==> src/rtl/dmem_access_if.sv <==
// Data-memory bus between the MEM-stage access controller and the memory.
interface dmem_access_if;
   logic        bus_req;
   logic        bus_we;
   logic [31:0] bus_addr;
   logic [3:0]  bus_be;
   logic [31:0] bus_wdata;
   logic        bus_ack;
   logic [31:0] bus_rdata;

   modport master (
      output bus_req, bus_we, bus_addr, bus_be, bus_wdata,
      input  bus_ack, bus_rdata
   );

   modport slave (
      input  bus_req, bus_we, bus_addr, bus_be, bus_wdata,
      output bus_ack, bus_rdata
   );
endinterface

==> src/rtl/dmem_access.sv <==
// MEM-stage load/store controller: lane decode, one req/ack transaction per
// access, pipeline stall, load alignment/extension and misalignment reject.
module dmem_access #(
   parameter int unsigned TIMEOUT = 16
) (
   input  logic        clk,
   input  logic        rst,
   input  logic        mem_valid,
   input  logic        mem_we,
   input  logic [31:0] mem_addr,
   input  logic [2:0]  mem_size,
   input  logic [31:0] mem_wdata,
   output logic        mem_stall,
   output logic [31:0] mem_rdata,
   output logic        mem_done,
   output logic        mem_misaligned,
   output logic        bus_err,
   dmem_access_if.master bus
);

   localparam int unsigned CNT_W = $clog2(TIMEOUT + 1);
   localparam logic [CNT_W-1:0] CNT_LAST = CNT_W'(TIMEOUT - 1);

   typedef enum logic [1:0] {IDLE, BUSY, DONE} state_t;

   state_t           state, state_nxt;
   logic [CNT_W-1:0] cnt;
   logic             we_q;
   logic [29:0]      addr_q;
   logic [3:0]       be_q;
   logic [31:0]      wdata_q;
   logic [2:0]       size_q;
   logic [1:0]       off_q;
   logic [31:0]      rdata_q;
   logic             err_q;
   logic             req;

   logic [3:0]       lanes;
   logic             issue;
   logic             ack_hit;
   logic             timeout;

   // Byte enables for an access; zero means misaligned or illegal size.
   function automatic logic [3:0] lane_decode(input logic [1:0] off, input logic [1:0] sz);
      logic [3:0] be;
      be = 4'b0000;
      case (sz)
         2'b00:   be = 4'b0001 << off;
         2'b01:   be = (off == 2'b00) ? 4'b0011 : ((off == 2'b10) ? 4'b1100 : 4'b0000);
         2'b10:   be = (off == 2'b00) ? 4'b1111 : 4'b0000;
         default: be = 4'b0000;
      endcase
      return be;
   endfunction

   // Replicate right-aligned store data across all lanes of its size.
   function automatic logic [31:0] store_replicate(input logic [31:0] w, input logic [1:0] sz);
      logic [31:0] r;
      case (sz)
         2'b00:   r = {4{w[7:0]}};
         2'b01:   r = {2{w[15:0]}};
         default: r = w;
      endcase
      return r;
   endfunction

   // Pick the addressed byte/half out of the read word and extend it.
   function automatic logic [31:0] load_extend(input logic [31:0] word, input logic [1:0] off,
                                               input logic [2:0] sz);
      logic [7:0]  b;
      logic [15:0] h;
      logic [31:0] r;
      case (off)
         2'b00:   b = word[7:0];
         2'b01:   b = word[15:8];
         2'b10:   b = word[23:16];
         default: b = word[31:24];
      endcase
      h = off[1] ? word[31:16] : word[15:0];
      case (sz[1:0])
         2'b00:   r = sz[2] ? {24'd0, b} : {{24{b[7]}}, b};
         2'b01:   r = sz[2] ? {16'd0, h} : {{16{h[15]}}, h};
         default: r = word;
      endcase
      return r;
   endfunction

   assign lanes   = lane_decode(mem_addr[1:0], mem_size[1:0]);
   assign issue   = (state == IDLE) && mem_valid && (lanes != 4'b0000);
   assign ack_hit = (state == BUSY) && bus.bus_ack;
   assign timeout = (state == BUSY) && !bus.bus_ack && (cnt == CNT_LAST);

   // State register.
   always_ff @(posedge clk) begin
      if (rst) state <= IDLE;
      else     state <= state_nxt;
   end

   // Next-state decode.
   always_comb begin
      state_nxt = state;
      case (state)
         IDLE:    if (issue) state_nxt = BUSY;
         BUSY:    if (ack_hit || timeout) state_nxt = DONE;
         DONE:    state_nxt = IDLE;
         default: state_nxt = IDLE;
      endcase
   end

   // Strobes decoded from the current state (stall/misaligned also see inputs in IDLE).
   always_comb begin
      mem_stall      = 1'b0;
      mem_misaligned = 1'b0;
      mem_done       = 1'b0;
      req            = 1'b0;
      case (state)
         IDLE: begin
            mem_stall      = issue;
            mem_misaligned = mem_valid && (lanes == 4'b0000);
         end
         BUSY: begin
            mem_stall = 1'b1;
            req       = 1'b1;
         end
         DONE:    mem_done = 1'b1;
         default: ;
      endcase
   end

   // Access latch, timeout counter and completion results.
   always_ff @(posedge clk) begin
      if (rst) begin
         cnt     <= '0;
         we_q    <= 1'b0;
         addr_q  <= '0;
         be_q    <= '0;
         wdata_q <= '0;
         size_q  <= '0;
         off_q   <= '0;
         rdata_q <= '0;
         err_q   <= 1'b0;
      end else begin
         err_q <= timeout;
         if (issue) begin
            cnt     <= '0;
            we_q    <= mem_we;
            addr_q  <= mem_addr[31:2];
            be_q    <= lanes;
            wdata_q <= store_replicate(mem_wdata, mem_size[1:0]);
            size_q  <= mem_size;
            off_q   <= mem_addr[1:0];
         end else if (state == BUSY) begin
            cnt <= cnt + CNT_W'(1);
         end
         if (ack_hit)
            rdata_q <= we_q ? 32'd0 : load_extend(bus.bus_rdata, off_q, size_q);
         else if (timeout)
            rdata_q <= 32'd0;
      end
   end

   assign mem_rdata     = rdata_q;
   assign bus_err       = err_q;
   assign bus.bus_req   = req;
   assign bus.bus_we    = we_q;
   assign bus.bus_addr  = {addr_q, 2'b00};
   assign bus.bus_be    = be_q;
   assign bus.bus_wdata = wdata_q;

endmodule

==> src/flat_wrapper.sv <==
// flat-port wrapper written by rule: the top's interface ports become plain ports
module dmem_access_flat 
#(
   parameter int unsigned TIMEOUT = 16
)
  (clk, rst, mem_valid, mem_we, mem_addr, mem_size, mem_wdata, mem_stall, mem_rdata, mem_done, mem_misaligned, bus_err, bus_bus_req, bus_bus_we, bus_bus_addr, bus_bus_be, bus_bus_wdata, bus_bus_ack, bus_bus_rdata);
  dmem_access_if bus_i ();
  input  logic clk;
  input  logic rst;
  input  logic mem_valid;
  input  logic mem_we;
  input  logic [31:0] mem_addr;
  input  logic [2:0] mem_size;
  input  logic [31:0] mem_wdata;
  output logic mem_stall;
  output logic [31:0] mem_rdata;
  output logic mem_done;
  output logic mem_misaligned;
  output logic bus_err;
  output wire logic [$bits(bus_i.bus_req)-1:0] bus_bus_req;
  output wire logic [$bits(bus_i.bus_we)-1:0] bus_bus_we;
  output wire logic [$bits(bus_i.bus_addr)-1:0] bus_bus_addr;
  output wire logic [$bits(bus_i.bus_be)-1:0] bus_bus_be;
  output wire logic [$bits(bus_i.bus_wdata)-1:0] bus_bus_wdata;
  input wire logic [$bits(bus_i.bus_ack)-1:0] bus_bus_ack;
  input wire logic [$bits(bus_i.bus_rdata)-1:0] bus_bus_rdata;
  assign bus_bus_req = bus_i.bus_req;
  assign bus_bus_we = bus_i.bus_we;
  assign bus_bus_addr = bus_i.bus_addr;
  assign bus_bus_be = bus_i.bus_be;
  assign bus_bus_wdata = bus_i.bus_wdata;
  assign bus_i.bus_ack = bus_bus_ack;
  assign bus_i.bus_rdata = bus_bus_rdata;
  dmem_access #(.TIMEOUT(TIMEOUT)) u_core (.clk(clk), .rst(rst), .mem_valid(mem_valid), .mem_we(mem_we), .mem_addr(mem_addr), .mem_size(mem_size), .mem_wdata(mem_wdata), .mem_stall(mem_stall), .mem_rdata(mem_rdata), .mem_done(mem_done), .mem_misaligned(mem_misaligned), .bus_err(bus_err), .bus(bus_i));
endmodule
==> config.mk <==
export PLATFORM = sky130hd
export DESIGN_NAME = dmem_access_flat
export DESIGN_NICKNAME = d
export VERILOG_FILES = /design/src/rtl/dmem_access_if.sv /design/src/rtl/dmem_access.sv /design/src/flat_wrapper.sv
export SDC_FILE = /design/constraint.sdc
export NUM_CORES = 1
export LEC_CHECK = 0
export ABC_AREA = 1
export CELL_PAD_IN_SITES_DETAIL_PLACEMENT = 1
export CELL_PAD_IN_SITES_GLOBAL_PLACEMENT = 1
export CORE_MARGIN = 10
export CORE_UTILIZATION = 32
export CTS_CLUSTER_DIAMETER = 50
export DETAILED_ROUTE_END_ITERATION = 6
export PLACE_DENSITY_LB_ADDON = 0.1
export RECOVER_POWER = 25
export SLEW_MARGIN = 20
export SYNTH_ARGS = -nofsm -noshare
export SYNTH_HDL_FRONTEND = slang
export SYNTH_SLANG_ARGS = --single-unit
==> constraint.sdc <==
create_clock -name clk -period 2.89 [get_ports clk]
set_input_delay 0.4335 -clock clk [delete_from_list [all_inputs] [get_ports clk]]
set_output_delay 0.4335 -clock clk [all_outputs]
set_load 0.005 [all_outputs]
Word level (Yosys, flattened, before mapping)
Index checks and enable logic that the tools add are counted.
W data, S select, Z words.

storage, ports and cells
  word-level logic and storage cells = 61
  flip-flop bits (word level) = 112

cells by class
  reductions and logical operators = 18
  $add $sub $neg = 1
  multiplexer cells = 20
  shifts and indexed selects = 1
  equal/unequal tests = 11

operator list
  operator               count
  $mux W32               5
  $pmux W32 S2           2
  $pmux W8 S3            1
  $mux W16               1
  $mux W4                3
  $pmux W4 S3            1
  $logic_not A2 Y1       5
  $eq A2 B1 Y1 const B   4
  $eq A2 B2 Y1 const B   4
  $logic_and A1 B1 Y1    6
  $add A5 B1 Y5 const B  1
  $eq A5 B4 Y1 const B   1
  $logic_not A4 Y1       1
  $mux W2                2
  $pmux W2 S2            1
  $reduce_bool A4 Y1     1
  $shl A1 B2 Y4 const A  1
  $mux W1                3
  $ne A2 B1 Y1 const B   1
  $ne A2 B2 Y1 const B   1
  $pmux W1 S2            1
  $reduce_and A2 Y1      1
  $reduce_bool A2 Y1     1
  $reduce_or A2 Y1       1
  2 further kinds        2

Depth between registers and ports, before layout
Gate-level depths: netlist of the first run.

  depth after elaboration = 8
  mapped depth = 10
  mapped depth without buffers = 9

Least setup slack after synthesis of the first run
No wires, ideal clock.

  path type = input -> output
  start point = in mem_size[1]
  end point = out mem_misaligned
  stages = 9
  arrival = 1.290 ns
  slack = 1.166 ns
  required time = 2.457 ns
  cell sequence = buf_6 > nand2_1 > nand2_1 > nand2_1 > nor2_1 > nand2_2 > buf_6 > buf_6 > nor2_1

on the way
  cells in the longest elaborated chain, start to end = 5

ends and longest elaborated chain
  what                                        RTL line            RTL
  start, declared                             flat_wrapper.sv:13  input logic [2:0] mem_size;
  $eq A2 B2 Y1, or another cell as far along  dmem_access.sv:47   case (sz)
  $pmux W4 S3 *                               dmem_access.sv:47
  $logic_not A4 Y1 *                          dmem_access.sv:119  mem_misaligned = mem_valid && (lanes == 4'b0000);
  $logic_and A1 B1 Y1 *                       dmem_access.sv:119
  $mux W1 *                                   dmem_access.sv:116  case (state)
  end, declared                               flat_wrapper.sv:18  output logic mem_misaligned;

Mark *: on every way between the ends. The rest lies on a longest branch, timed or not.

Final worst setup path of the first run
  start point = in mem_addr[1]
  end point = out mem_stall

on the way
  cells in the longest elaborated chain, start to end = 7

ends and longest elaborated chain
  what                   RTL line            RTL
  start, declared        flat_wrapper.sv:12  input logic [31:0] mem_addr;
  $eq A2 B2 Y1           dmem_access.sv:49   2'b01: be = (off == 2'b00) ? 4'b0011 : ((off == 2'b10) ? 4'b1100 : 4'b0000);
  $mux W4 (2 in series)  dmem_access.sv:49
  $pmux W4 S3 *          dmem_access.sv:47
  $reduce_bool A4 Y1 *   dmem_access.sv:89   assign issue = (state == IDLE) && mem_valid && (lanes != 4'b0000);
  $logic_and A1 B1 Y1 *  dmem_access.sv:89
  $pmux W1 S2 *          dmem_access.sv:116
  end, declared          flat_wrapper.sv:15  output logic mem_stall;

Marks and branches as above.

==> run_results.csv, run 1 <==
group,metric,value,unit
outcome,status,"completed",
clock_network,cts_max_level,3,
cells_and_area,drive_above_1_share,0.0441,
clock_network,cts.reportedPaths.clkPinSlew,0.08,ns
grt,met3_usage,0.0692,
placement,placed_area,0.00739,sq mm
power_and_ir_drop,p_int,2.72,mW
critical_path,worstSetupEndpointType,"primary output",
timing,finalSetupViolations,0,
placement,gp_congestion,0.877,
critical_path,cp-start-kind,"primary input",
cells_and_area,nets,1054,
synth,synthCells,772,
timing,clock_skew,0.00540,ns
grt,use_met1,0.212,
synth,yosys.area.top_type_share,0.425,
synth,synth_edf_count,0,
synth,synth_ff_type,"dfxtp_1",
route,first_iter_violations,353,
clock_network,numClockSinks,112,
grt,grt-ovfl-total,0,
placement,dpl.hpwl,16.3,mm
grt,track_usage,0.192,
clock_network,worstSkewPairLatency,0.36,ns
timing,slew_violations,0,
die,die_area,0.0220,sq mm
route,drt-total-wl,21.4,mm
clock_network,clockBufferDepth,2,
synth,ys_seq_area_frac,0.425,
die,die_h,148,microns
route,via_per_inst,5.00,
placement,portBuffers,207,
route,detail-route-antenna-nets,0,
timing,rsz0062_at_grt,"no",
grt,grt_max_degree,84,
grt,top_usage_layer,"met2",
cells_and_area,final_area,0.00769,sq mm
timing,worst_pin_slew,1.35,ns
power_and_ir_drop,peakVddDrop,0.000288,V
timing,fmax,0.365,GHz
timing,relSlewSlack,0.0988,
die,rows,46,
power_and_ir_drop,power.switching,1.16,mW
timing,fin_crit_sh,0.949,
synth,synth.distinct_cells,29,
run,drv_cap,0,
power_and_ir_drop,pwr-share-seq,0.440,
power_and_ir_drop,switching_share,0.299,
die,coreArea,0.0160,sq mm
grt,grt_use_met2,0.331,
grt,antenna_found_initial,2,
route,drc_errors,0,
clock_network,cts_tree,"yes",
die,die_w,148,microns
synth,yosys.area.top_type,"dfxtp_1",
worst_hold_path,worstHoldPathType,"flip-flop to flip-flop",
clock_network,cts_buffers,9,
critical_path,required,2.46,ns
synth,syn_avg_cell_area,6.83,sq um
critical_path,ff2ff_path_depth,7,
power_and_ir_drop,p_comb_frac,0.233,
die,ios,210,
cells_and_area,syn_to_final_growth,45.8,%
critical_path,worstSetupPathType,"primary input to primary output",
timing,hold_ws,0.450,ns
grt,grt_pass1_vias,6282,
clock_network,cts_root_buf,"clkbuf_16",
synth,ys_ff_latch,112,
synth,synth_area,0.00527,sq mm
timing,period_needed,2.74,ns
route,wire_per_inst,18.3,microns
worst_hold_path,min_path_cells,2,
clock_network,hold_buffers,0,
critical_path,cp_max_fo,7,
synth,ys_top_cells_by_area,"dfxtp_1 43%, nand2_1 15%, a21oi_1 10%",
synth,ys_warn_count,0,
cells_and_area,antenna_cells,0,
route,dr.pass1.iters,4,
critical_path,arrival,2.31,ns
grt,grt_pass1_wl,34.2,mm
timing,hold_viol_final,0,
synth,synthArstFlopShare,0,
die,start_util,0.329,
route,vias,5847,
power_and_ir_drop,power_per_cell_area,505,mW/mm^2
power_and_ir_drop,leakage,3.21,nW
power_and_ir_drop,pwr-share-clk,0.327,
sequential cells by signal, indices dropped and copies added (netlist names):
register              count
u_core.bus.bus_we         1
u_core.off_q              2
u_core.cnt                5
u_core.state              2
u_core.addr_q            30
u_core.bus.bus_be         4
u_core.size_q             3
u_core.mem_rdata         32
u_core.bus_err            1
u_core.bus.bus_wdata     32
layer usage:
| layer | vias to the layer above | routed length (microns) |
|---|---|---|
| li1 | 2882 | - |
| met1 | 2756 | 8890 |
| met2 | 166 | 10400 |
| met3 | 39 | 1590 |
| met4 | 4 | 541 |
| met5 | - | 22 |
area by class of cell:
| type | instances | area, sq um |
|---|---|---|
| fillers | 2032 | 8310 |
| clock buffers | 12 | 267 |
| well taps | 216 | 270 |
| clock inverters | 4 | 33.8 |
| flip-flops and latches | 112 | 2240 |
| multi-input cells | 568 | 2570 |
| inverters | 38 | 143 |
| repair buffers | 219 | 2160 |
what timing repair did:
| item | CTS | global route |
|---|---|---|
| gates resized for setup | 0 | 1 |
| setup buffers | 0 | 0 |
| setup endpoints to repair | 0 | 2 |
layout by cell type, fill, tap and decap left out, drive strengths merged, types with 2 or more instances in the layout:
cell             n
nor2            73
xor2             3
buf             12
ha               2
o211ai           7
nand2          215
o21ai           54
clkinv           2
conb             2
a21oi          106
dfxtp          112
dlygate4sd3     52
inv             39
a32oi            2
clkbuf          13
clkdlybuf4s50  153
nand3          100
cell usage after synthesis (9+ instances only):
cell,count
buf_6,10
clkbuf_1,22
dfxtp_1,112
nand2_1,212
buf_1,9
inv_1,35
o21ai_0,53
nor2_1,68
nand3_1,99
a21oi_1,106
power groups by stage:
stage | Clock (mW) | Combinational (mW) | Sequential, mW
6_report | 1.27 | 0.904 | 1.71
5_1_grt | 1.37 | 1.01 | 1.72
4_1_cts | 1.31 | 0.934 | 1.71
3_5_place_dp | 0 | 0.928 | 1.74
3_3_place_gp | 0 | 0.911 | 1.74
2_1_floorplan | 0 | 0.464 | 1.73
kinds of logic (layout without fill, tap and decap cells):
group           Yosys count  after routing  synth area share
simple gates            391            391             0.310
compound gates          170            170             0.167
flops                   112            112             0.425
buf+inv                  93            273            0.0871
xor+xnor                  3              3           0.00499
fa+ha+maj                 2              2           0.00475
other cells               1              2          0.000711
final timing paths:
kind	to	slack (ns)	start
setup / recovery	mem_stall	0.15	mem_addr[1]
hold / removal	u_core.mem_rdata[28]	0.45	u_core.mem_rdata[28]
setup reg to reg	u_core.mem_rdata[22]	0.84	u_core.size_q[1]
hold reg to reg	u_core.mem_rdata[28]	0.45	u_core.mem_rdata[28]
per-stage QoR:
step / setup WS (ns) / power (mW) / util / setup TNS [ns] / instances
finish: 0.147 / 3.88 / 0.480 / 0 / 1169
global route: 0.0168 / 4.10 / 0.480 / 0 / 1169
CTS: 0.104 / 3.96 / 0.480 / 0 / 1169
detailed placement: -0.00334 / 2.67 / 0.462 / -0.00334 / 1153
global placement: 0.129 / 2.65 / 0.462 / 0 / 1153
floorplan: 1.17 / 2.20 / - / 0 / 773
critical path: stages:
cell and delay, ns:
clkdlybuf4s50_1 0.54, inv_1 0.07, nor2_1 0.18, nand2_1 0.08, nand2_1 0.10, nor2_1 0.07, nand2_2 0.15, nand2_4 0.06
nand2_1 0.07, clkdlybuf4s50_1 0.55
Note: power is estimated with default switching activity, not from simulation.
==> run 2: changes to the inputs <==
Settings changed: CAP_MARGIN from default to 10, PLACE_DENSITY from default to 0.93, PLACE_DENSITY_LB_ADDON 0.1 to default.
==> run_results.csv, run 2 (synthesized netlist as in run 1, its figures left out) <==
group,metric,value,unit
outcome,status,"completed",
clock_network,ctsResizeCount,0,
clock_network,numClockSinks,112,
power_and_ir_drop,peakVddDrop,0.000310,V
worst_hold_path,min_path_cells,2,
cells_and_area,drive_above_1_share,0.0491,
power_and_ir_drop,leakage,3.23,nW
clock_network,cts.reportedPaths.clkPinSlew,0.08,ns
timing,fin_crit_sh,0.948,
critical_path,worstReg2RegStart,"u_core.size_q[1]",
timing,clock_skew,0.00822,ns
worst_hold_path,worstHoldPathType,"flip-flop to flip-flop",
clock_network,postCtsSetupRepairBufs,0,
timing,rsz0062_at_grt,"no",
timing,setup_tns,0,ns
critical_path,crit_slowest_cell,"clkdlybuf4s50_1",
die,die_area,0.0220,sq mm
placement,portBuffers,207,
die,die_w,148,microns
timing,fmax,0.365,GHz
critical_path,reg2reg_slack,0.80,ns
placement,gp_congestion,0.889,
run,drv_cap,0,
cells_and_area,fin_util,0.484,
critical_path,cp-start-kind,"primary input",
clock_network,cts_tree,"yes",
timing,period_needed,2.74,ns
critical_path,worstSetupPathType,"primary input to primary output",
cells_and_area,syn_to_final_growth,46.9,%
route,drt-total-wl,21.9,mm
route,drc_errors,0,
die,coreArea,0.0160,sq mm
power_and_ir_drop,switching_share,0.309,
route,via_per_inst,5.09,
route,vias,5980,
clock_network,cts_buffers,9,
power_and_ir_drop,p_int,2.75,mW
critical_path,crit_path_frequent_cell,"nand2_1",
clock_network,clockBufferDepth,2,
die,ios,210,
placement,dpl.hpwl,16.4,mm
clock_network,cts_max_level,3,
timing,slew_violations,0,
timing,finalSetupViolations,0,
power_and_ir_drop,pwr-share-seq,0.428,
route,first_iter_violations,281,
route,wire_per_inst,18.7,microns
critical_path,arrival,2.31,ns
die,start_util,0.329,
critical_path,worstSetupEndpointType,"primary output",
power_and_ir_drop,p_comb_frac,0.233,
cells_and_area,layout.cells.most_common_list,"212 x nand2_1, 153 x clkdlybuf4s50_1, 112 x dfxtp_1",
grt,antenna_found_initial,1,
clock_network,worstSkewPairLatency,0.37,ns
power_and_ir_drop,power.switching,1.23,mW
critical_path,cp_max_fo,5,
worst_hold_path,min_to,"u_core.mem_rdata[2]",
power_and_ir_drop,pwr-share-clk,0.339,
grt,grt_max_degree,84,
critical_path,required,2.46,ns
critical_path,ff2ff_path_depth,7,
grt,grt_pass1_vias,6351,
critical_path,crit_chain,"clkdlybuf4s50_1, inv_1, nor2_1, nand2_1, nand2_1, nor2_1, nand2_2, nand2_4, nand2_1, clkdlybuf4s50_1",
timing,hold_viol_final,0,
grt,grt_pass1_wl,34.6,mm
critical_path,r2r_end,"u_core.mem_rdata[27]",
route,detail-route-antenna-nets,0,
route,dr.pass1.iters,5,
grt,grt-ovfl-total,0,
cells_and_area,mostFrequentLayoutCell,"nand2_1",
clock_network,hold_buffers,0,
cells_and_area,nets,1059,
die,rows,46,
timing,worst_pin_slew,0.864,ns
clock_network,cts_root_buf,"clkbuf_16",
power_and_ir_drop,power_per_cell_area,514,mW/mm^2
die,die_h,148,microns
timing,relSlewSlack,0.424,
worst_hold_path,min_from,"u_core.mem_rdata[2]",
grt,track_usage,0.196,
critical_path,worst_path_largest_cell_delay,0.56,ns
## run 2: power by group through the flow
stage / registers, mW / clock network (mW) / logic [mW]
2_1_floorplan: 1.73 / 0 / 0.464
3_3_place_gp: 1.74 / 0 / 0.916
6_report: 1.70 / 1.35 / 0.926
3_5_place_dp: 1.74 / 0 / 0.939
5_1_grt: 1.72 / 1.44 / 1.02
4_1_cts: 1.70 / 1.38 / 0.946
## run 2: how the worst max path moves through the flow
stage,startpoint,to,slack [ns],cells after the start
after detailed placement,mem_size[1],u_core.bus.bus_wdata[3],0.05,11
after global placement,mem_size[1],u_core.bus.bus_wdata[23],0.21,11
after CTS,mem_size[1],mem_stall,0.11,10
after global routing,mem_addr[1],mem_stall,0.03,10
final,mem_addr[1],mem_stall,0.15,10
after floorplan,mem_size[1],mem_misaligned,1.17,9
## run 2: area by class of cell
class                      count  area [sq um]
clock inverter                 7          87.6
clock buffer                   9           225
sequential                   112          2240
antenna                        1          2.50
tap                          216           270
fill                        2054          8260
inverter                      38           143
multi-input combinational    568          2570
timing repair buffer         224          2200
## run 2: through the flow
stage          hold slack [ns]  std cells  total power, mW  worst slack (ns)  instance area (sq um)
2_1_floorplan            0.439        773             2.20              1.17                   5280
3_3_place_gp             0.437       1158             2.65             0.208                   7420
6_report                 0.453       1175             3.98             0.150                   7740
4_1_cts                  0.458       1174             4.03             0.111                   7740
5_1_grt                  0.471       1174             4.18            0.0276                   7740
3_5_place_dp             0.444       1158             2.68            0.0492                   7420
## run 2: layer usage
metal / track usage / up-vias / share of wire
li1: - / 2907 / -
met1: 0.224 / 2816 / 0.42
met2: 0.322 / 221 / 0.47
met3: 0.0728 / 36 / 0.092
met4: 0.0833 / 0 / 0.025
met5: 0 / - / 0
## run 2: worst max-delay path: cells and delay by family
family                 cells  cell delay (ns)
buffers and inverters      3             1.17
and+or+nand+nor            7             0.70
